<file path="config.mk">
export PLATFORM = sky130hd
export DESIGN_NAME = fp_divider
export DESIGN_NICKNAME = d
export VERILOG_FILES = /design/src/rtl/fp_divider.sv
export SDC_FILE = /design/constraint.sdc
export NUM_CORES = 1
export LEC_CHECK = 0
export CAP_MARGIN = 20
export CORE_UTILIZATION = 60
export CTS_CLUSTER_DIAMETER = 40
export DETAILED_ROUTE_END_ITERATION = 6
export MAX_ROUTING_LAYER = met4
export PLACE_DENSITY = 0.81
export SYNTH_ARGS = -nofsm -noshare
export SYNTH_HDL_FRONTEND = slang
export SYNTH_SLANG_ARGS = --single-unit
</file>
<file path="constraint.sdc">
create_clock -name clk -period 3.87 [get_ports clk]
set_clock_uncertainty 0.2 [all_clocks]
set_input_delay 0.387 -clock clk [delete_from_list [all_inputs] [get_ports clk]]
set_output_delay 0.387 -clock clk [all_outputs]
set_load 0.02 [all_outputs]
</file>
<file path="src/rtl/fp_divider.sv">
// Iterative signed fixed-point divider, one quotient bit per clock, start/done handshake.
// Define FP_DIV_ROUND_EN to add a guard bit and round half away from zero.
module fp_divider #(
  parameter int WORD_LENGTH = 8,
  parameter int A_QI        = 2,
  parameter int B_QI        = 2,
  parameter int O_QI        = 2
) (
  input  logic                   clk,
  input  logic                   rst_n,
  input  logic                   start,
  input  logic [WORD_LENGTH-1:0] a_in,
  input  logic [WORD_LENGTH-1:0] b_in,
  output logic [WORD_LENGTH-1:0] d_out,
  output logic                   busy,
  output logic                   done,
  output logic                   div_by_zero,
  output logic                   overflow
);
  localparam int WL    = WORD_LENGTH;
  localparam int SHIFT = A_QI - B_QI + WORD_LENGTH - O_QI;
  localparam int ITER  = WORD_LENGTH + SHIFT;
`ifdef FP_DIV_ROUND_EN
  localparam int STEPS = ITER + 1;
`else
  localparam int STEPS = ITER;
`endif
  localparam int SHIFT_R = STEPS - WL;
  localparam int CW      = $clog2(STEPS + 1);

  localparam logic [STEPS-1:0] POS_LIM = STEPS'((1 << (WL - 1)) - 1);
  localparam logic [STEPS-1:0] NEG_LIM = STEPS'(1 << (WL - 1));
  localparam logic [WL-1:0]    MAX_POS = {1'b0, {(WL-1){1'b1}}};
  localparam logic [WL-1:0]    MIN_NEG = {1'b1, {(WL-1){1'b0}}};

  if (SHIFT < 0) begin : g_bad_shift
    $error("fp_divider: A_QI-B_QI+WORD_LENGTH-O_QI must be >= 0");
  end

  typedef enum logic [1:0] {IDLE, CALC, FIN} state_t;

  state_t           state_q, state_d;
  logic [CW-1:0]    cnt_q, cnt_d;
  logic [STEPS-1:0] num_q, num_d;
  logic [STEPS-1:0] quo_q, quo_d;
  logic [WL-1:0]    rem_q, rem_d;
  logic [WL:0]      b_mag_q, b_mag_d;
  logic             sign_q, sign_d;
  logic             a_neg_q, a_neg_d;
  logic             dz_q, dz_d;
  logic [WL-1:0]    d_out_q, d_out_d;
  logic             busy_q, busy_d;
  logic             done_q, done_d;
  logic             dbz_q, dbz_d;
  logic             ovf_q, ovf_d;

  logic [WL-1:0]    a_mag;
  logic [WL:0]      b_mag_in;
  logic [WL:0]      trial;
  logic [WL:0]      diff;
  logic             ge;
  logic [STEPS-1:0] q_mag;

  // Magnitudes: 0x80.. maps to 2^(WL-1), which still fits as unsigned
  assign a_mag    = a_in[WL-1] ? (~a_in + 1'b1) : a_in;
  assign b_mag_in = {1'b0, (b_in[WL-1] ? (~b_in + 1'b1) : b_in)};
  assign trial    = {rem_q, num_q[STEPS-1]};
  assign diff     = trial - b_mag_q;
  assign ge       = (trial >= b_mag_q);

`ifdef FP_DIV_ROUND_EN
  assign q_mag = STEPS'(({1'b0, quo_q} + (STEPS+1)'(1)) >> 1);
`else
  assign q_mag = quo_q;
`endif

  always_ff @(posedge clk or negedge rst_n) begin
    if (!rst_n) state_q <= IDLE;
    else        state_q <= state_d;
  end

  always_comb begin
    state_d = state_q;
    case (state_q)
      IDLE:    if (start) state_d = (b_in == '0) ? FIN : CALC;
      CALC:    if (cnt_q == CW'(STEPS - 1)) state_d = FIN;
      FIN:     state_d = IDLE;
      default: state_d = IDLE;
    endcase
  end

  always_comb begin
    cnt_d   = cnt_q;
    num_d   = num_q;
    quo_d   = quo_q;
    rem_d   = rem_q;
    b_mag_d = b_mag_q;
    sign_d  = sign_q;
    a_neg_d = a_neg_q;
    dz_d    = dz_q;
    d_out_d = d_out_q;
    busy_d  = busy_q;
    done_d  = 1'b0;
    dbz_d   = dbz_q;
    ovf_d   = ovf_q;
    case (state_q)
      IDLE: if (start) begin
        cnt_d   = '0;
        num_d   = STEPS'(a_mag) << SHIFT_R;
        quo_d   = '0;
        rem_d   = '0;
        b_mag_d = b_mag_in;
        sign_d  = a_in[WL-1] ^ b_in[WL-1];
        a_neg_d = a_in[WL-1];
        dz_d    = (b_in == '0);
        busy_d  = 1'b1;
        dbz_d   = 1'b0;
        ovf_d   = 1'b0;
      end
      CALC: begin
        num_d = num_q << 1;
        rem_d = ge ? diff[WL-1:0] : trial[WL-1:0];
        quo_d = {quo_q[STEPS-2:0], ge};
        cnt_d = cnt_q + CW'(1);
      end
      FIN: begin
        done_d = 1'b1;
        busy_d = 1'b0;
        if (dz_q) begin
          dbz_d   = 1'b1;
          ovf_d   = 1'b0;
          d_out_d = a_neg_q ? MIN_NEG : MAX_POS;
        end else if (!sign_q && q_mag > POS_LIM) begin
          ovf_d   = 1'b1;
          d_out_d = MAX_POS;
        end else if (sign_q && q_mag > NEG_LIM) begin
          ovf_d   = 1'b1;
          d_out_d = MIN_NEG;
        end else begin
          d_out_d = sign_q ? (~q_mag[WL-1:0] + 1'b1) : q_mag[WL-1:0];
        end
      end
      default: ;
    endcase
  end

  always_ff @(posedge clk or negedge rst_n) begin
    if (!rst_n) begin
      cnt_q   <= '0;
      num_q   <= '0;
      quo_q   <= '0;
      rem_q   <= '0;
      b_mag_q <= '0;
      sign_q  <= 1'b0;
      a_neg_q <= 1'b0;
      dz_q    <= 1'b0;
      d_out_q <= '0;
      busy_q  <= 1'b0;
      done_q  <= 1'b0;
      dbz_q   <= 1'b0;
      ovf_q   <= 1'b0;
    end else begin
      cnt_q   <= cnt_d;
      num_q   <= num_d;
      quo_q   <= quo_d;
      rem_q   <= rem_d;
      b_mag_q <= b_mag_d;
      sign_q  <= sign_d;
      a_neg_q <= a_neg_d;
      dz_q    <= dz_d;
      d_out_q <= d_out_d;
      busy_q  <= busy_d;
      done_q  <= done_d;
      dbz_q   <= dbz_d;
      ovf_q   <= ovf_d;
    end
  end

  assign d_out       = d_out_q;
  assign busy        = busy_q;
  assign done        = done_q;
  assign div_by_zero = dbz_q;
  assign overflow    = ovf_q;
endmodule

</file>
==> Yosys cells after proc, flatten, opt, wreduce, memory -nomap -nowiden <==
Cells that the tools add are included.
{ "totals": {"register_bits": 65, "latch_bits": 0, "mem_bits_rw": 0, "rom_bits": 0, "inputBits": 19, "wordCells": 76, "memories": 0} }
{ "classes": {"n_addsub": 5, "n_mul": 0, "div": 0, "n_lt_le_gt_ge": 3, "eq_ne": 7, "shift": 0, "n_mux": 30, "n_bitwise": 4, "reduce_logical": 13} }
{ "ops": {"columns": ["cell", "n"], "rows": [
  ["$mux 8", 9],
  ["$pmux 14 s2", 2],
  ["$mux 14", 2],
  ["$add 8x1->8 const B", 3],
  ["$not 8->8", 3],
  ["$pmux 8 s2", 1],
  ["$gt 14x7->1 const B", 1],
  ["$gt 14x8->1 const B", 1],
  ["$ge 9x8->1", 1],
  ["$logic_not 8->1", 1],
  ["$pmux 4 s2", 1],
  ["$reduce_and 2->1", 4],
  ["$sub 8x8->8", 1],
  ["$mux 1", 7],
  ["$mux 2", 3],
  ["$ne 2x2->1 const B", 3],
  ["$pmux 1 s2", 3],
  ["$reduce_and 3->1", 2],
  ["$add 4x1->4 const B", 1],
  ["$eq 4x4->1 const B", 1],
  ["$mux 4", 1],
  ["$ne 4x4->1 const B", 1],
  ["$pmux 2 s2", 1],
  ["$reduce_bool 2->1", 2],
  ["6 further kinds", 7]
]} }

==> Logic depth before layout (Yosys ltp) <==
{ "depth": {"ltp_word": 6, "ltp_mapped": 8} }

==> Worst setup path before layout <==
OpenSTA, ideal clock, no wires.
{ "synth_path": {"path_type": "register -> register", "from": "register rem_q[5]", "to": "register rem_q[3]", "setup_time_ns": 0.116, "t_arrival_ns": 1.888, "t_required_ns": 3.554, "slack_ns": 1.667, "path_stages_with_launch": 8, "path_cell_list": "dfrtp_1 ha_1 and4_1 and2_1 a221oi_2 buf_2 nand3_1 o311ai_0"} }
{ "synth_via": {"elab_chain_len": 3} }
{ "synth_lines": {"columns": ["item", "line", "rtl"], "rows": [
  ["from (decl)", "46", "logic [WL-1:0] rem_q, rem_d;"],
  ["from (signal assigned)", "166", "rem_q <= rem_d;"],
  ["$ge 9x8->1", "69", "assign ge = (trial >= b_mag_q);"],
  ["$mux 8", "122", "rem_d = ge ? diff[WL-1:0] : trial[WL-1:0];"],
  ["$pmux 8 s2", "106", "case (state_q)"]
]} }
No other way between the ends.
A chain may end at the register's enable or synchronous reset.

==> Final worst setup path <==
{ "layout_path": {"from": "register rem_q[5]", "to": "register rem_q[2]"} }
Same word-level chain as after synthesis.

==> impl_results.md <==
- Routed vias/inst: 5.93
- N_diodes: 0
- Post-route minimum period: 2.73 ns
- Setup Buffers After CTS: 0
- Grt total ovfl: 0
- Clock buffer count from CTS: 9
- Status: finished clean
- Starting Density: 63.2%
- Reg clk slew, reported paths: 0.07 ns
- RSZ-0062 raised after global routing: no
- Vias: 2,652
- Antenna violations before repair: 0
- Slew @ Worst Pin: 1.01 ns
- Fillers: 378
- Io pins: 31
- Post-synthesis mux area share: 1.23%
- Synthesis Warnings: 0
- NetSw: 1.26 mW
- Sw Ratio: 40.0%
- Residual DRC: 0
- Reg power frac: 34.1%
- Final hold violation count: 0
- Final setup fails: 0
- Htree depth: 3
- Chip Width: 75.8 um
- Worst skew pair latency: 0.34 ns
- CP Capture Type: register
- DP HPWL: 4990 um
- Reg area: 1480 sq um
- CP max stage delay: 0.80 ns
- Antenna-violating nets left: 0
- Cell Count Post-Placement: 430
- Post-synthesis async set-or-reset flop share: 100%
- PD cells: 821 nW/um^2
- Routed WL per cell: 15.4 um
- Drt total wl: 6900 um
- Critical path cell sequence: ha_1, and4_1, and2_1, a221oi_2, mux2i_1, o21ai_0
- Fmax: 367 MHz
- Crit-path slowest cell: a221oi_2
- CP Buf/Inv Count: 0
- Total die area: 5740 sq um
- Post-synth EDFFs: 0
- Multi-input logic area: 1650 sq um
- Slew HR: 32.9%
- Clk root buf: clkbuf_8
- CTS resizes: 0
- Port Buf Inserts: 30
- GRT busiest layer: met2
- Peak supply drop: 0.368 mV
- Slew Limit Fails: 0
- Finished Layout Cells: 447
- Critical Path Start Type: register
- Leak Pwr: 1.68 nW
- Gr usage total: 28.0%
- Critical path class: register to register
- Min-delay worst type: register to register
- Mean Syn Cell Area: 9.55 sq um
- # rows: 26
- WP data required: 3.87 ns
- Compound-Gate Fraction of Synth Area: 21.6%
- Number of library cell types mapped by synthesis: 55
- M1 GR Usage: 35.8%
- Clock power share: 18.6%
- Register area share after synthesis: 45.2%
- CTS sink cnt: 59
- Synth Flop Type: dfrtp_1
- XOR/XNOR Fraction of Synth Area: 5.90%
- Met3 usage: 6.88%
- TritonCTS clock tree: done
- Core ar.: 5170 sq um
- #FFs+latches synth: 59
- Met2 Use GR: 42.8%
- Critical path fanouts, max: 14
- Comb pwr share: 47.3%
- Drt pass-1 iters: 4
- CP arrival: 2.73 ns
- Clock Path Buffers: 2
- Power Internal: 1.89 mW
- Vias in the first global route: 2,515
- CP delay by family, top: compound AO/OA/AOI/OAI gates
- Post-synthesis simple-gate area fraction: 16.2%
- Iter 0 DRT Violations: 163
- Cell area after synthesis: 3270 sq um
- Final Cycle Share: 70.5%
- Post-Route Setup TNS: 0 ns
- Area delta synth->final: 17.4%
- Max-cap violations: 0
- Syn Inst Count: 342
- Post-Synth Adder-Cell Area: 5.59%
- Share of layout cells above drive strength 1: 8.22%
- GPL Wtd Cong: 0.860
- First-pass GRT wire length: 11,400 um
- Pin count of the biggest net entering global routing: 41
- Die Y: 75.8 um
- Layout Nets: 405
- Syn_nets: 375
- Largest family of logic cells by synthesized area: compound AO/OA/AOI/OAI gates
## what timing repair did
action	CTS	global route
hold buffers	1	0
endpoints found under the hold margin	19	0
endpoints found under the setup margin	0	0
## through the flow
step / hold slack (ns) / power, mW / utilization (%) / instance area [sq um] / setup slack [ns]
after floorplan: -0.109 / 2.18 / - / 3270 / 1.67
after global placement: 0.260 / 2.49 / 70.0 / 3620 / 1.24
after detailed placement: 0.265 / 2.56 / 70.0 / 3620 / 1.19
after CTS: 0.281 / 3.15 / 74.1 / 3830 / 1.15
after global routing: 0.319 / 3.38 / 74.1 / 3830 / 0.964
final: 0.275 / 3.15 / 74.1 / 3830 / 1.14
## layer usage
metal / up-vias / wire (um)
met5: - / 0
met4: 0 / 114
met3: 12 / 267
met2: 61 / 3280
met1: 1295 / 3240
li1: 1284 / -
## flip-flops by register name (all words and copies together), names as in the netlist
| signal | flops |
|---|---|
| sign_q | 1 |
| a_neg_q | 1 |
| busy | 1 |
| num_q | 8 |
| q_mag | 14 |
| div_by_zero | 1 |
| overflow | 1 |
| done | 1 |
| dz_q | 1 |
| rem_q | 8 |
| cnt_q | 4 |
| state_q | 2 |
| d_out | 8 |
| b_mag_q | 8 |
## cells in the mapped netlist (2+ instances only)
cell	instances	share of area [%]
dfrtp_1	59	45
nand2_1	52	6.0
o21ai_0	32	4.9
inv_1	22	2.5
clkbuf_1	14	1.6
ha_1	13	5.0
nor2_1	12	1.4
xnor2_1	11	2.9
xor2_1	11	2.9
a22o_1	10	2.7
nand3_1	9	1.4
a21oi_1	8	1.2
nand2b_1	7	1.3
o211ai_1	7	1.6
nor2b_1	6	1.1
a22oi_1	5	1.1
o22ai_1	5	0.96
o31ai_1	5	1.1
mux2i_1	4	1.2
nor3_1	3	0.46
o311ai_0	3	0.80
or3_1	3	0.57
a211oi_1	2	0.46
a21boi_0	2	0.46
a31o_2	2	0.54
a32oi_1	2	0.54
nor4b_1	2	0.54
o41ai_1	2	0.54
or4_1	2	0.46
or4_4	2	0.69
## layout by cell type, fill, tap and decap left out, types with 2 or more instances in the layout
cell type        netlist  layout
a21oi_1                8       8
nand3_1                9       9
nor4b_1                2       2
clkdlybuf4s50_1        0      29
clkbuf_1              14       3
o31ai_1                5       5
inv_1                 22      22
xnor2_1               11      11
xor2_1                11      11
o22ai_1                5       5
a211oi_1               2       2
o311ai_0               3       3
a21boi_0               2       2
nor2b_1                6       6
a32oi_1                2       2
mux2i_1                4       4
buf_4                  0       3
o211ai_1               7       7
dfrtp_1               59      59
or3_1                  3       3
o41ai_1                2       2
nand2_1               52      52
nor3_1                 3       3
or4_1                  2       2
a31o_2                 2       2
ha_1                  13      13
clkbuf_8               0      12
o21ai_0               32      32
a22o_1                10      10
nand2b_1               7       7
or4_4                  2       2
a22oi_1                5       5
nor2_1                12      12
## cell families (layout without fill, tap and decap cells)
logic type                 after synthesis  in the layout
and+or+nand+nor                        107            107
AOI/OAI and AO/OA                       99             99
DFF                                     59             59
buffers and inverters                   37             72
xor gates and xnor gates                22             22
adders and majority gates               14             14
muxes                                    4              4
## worst register-to-register path, stage by stage (launching register included)
cell	delay, ns
dfrtp_1	0.40
ha_1	0.39
and4_1	0.27
and2_1	0.17
a221oi_2	0.80
mux2i_1	0.27
o21ai_0	0.08
## final timing paths
check / from / end / slack, ns / depth (start not counted)
max in group asynchronous: rst_n / q_mag[1] / 2.15 / 3
hold / removal: busy / busy / 0.27 / 2
setup / recovery: rem_q[5] / rem_q[2] / 1.14 / 6
hold reg to reg: busy / busy / 0.27 / 2
min in group asynchronous: rst_n / rem_q[6] / 0.50 / 2
setup reg to reg: rem_q[5] / rem_q[2] / 1.14 / 6
## power by group through the flow
| stage | combinational, mW | sequential, mW | clock, mW |
|---|---|---|---|
| after floorplan | 1.14 | 1.04 | 0 |
| after detailed placement | 1.48 | 1.08 | 0 |
| after global routing | 1.67 | 1.10 | 0.613 |
| final | 1.49 | 1.07 | 0.585 |
| after global placement | 1.43 | 1.06 | 0 |
| after CTS | 1.49 | 1.07 | 0.588 |
## area by class of cell
cell class | instances | share of cell area [%]
flip-flops and latches | 59 | 38.5
multi-input cells | 246 | 43.1
clock buffers | 15 | 4.60
repair buffers | 34 | 8.55
clock inverters | 1 | 0.783
well taps | 70 | 2.28
inverters | 22 | 2.15
Power figures use the tool's default switching activity.
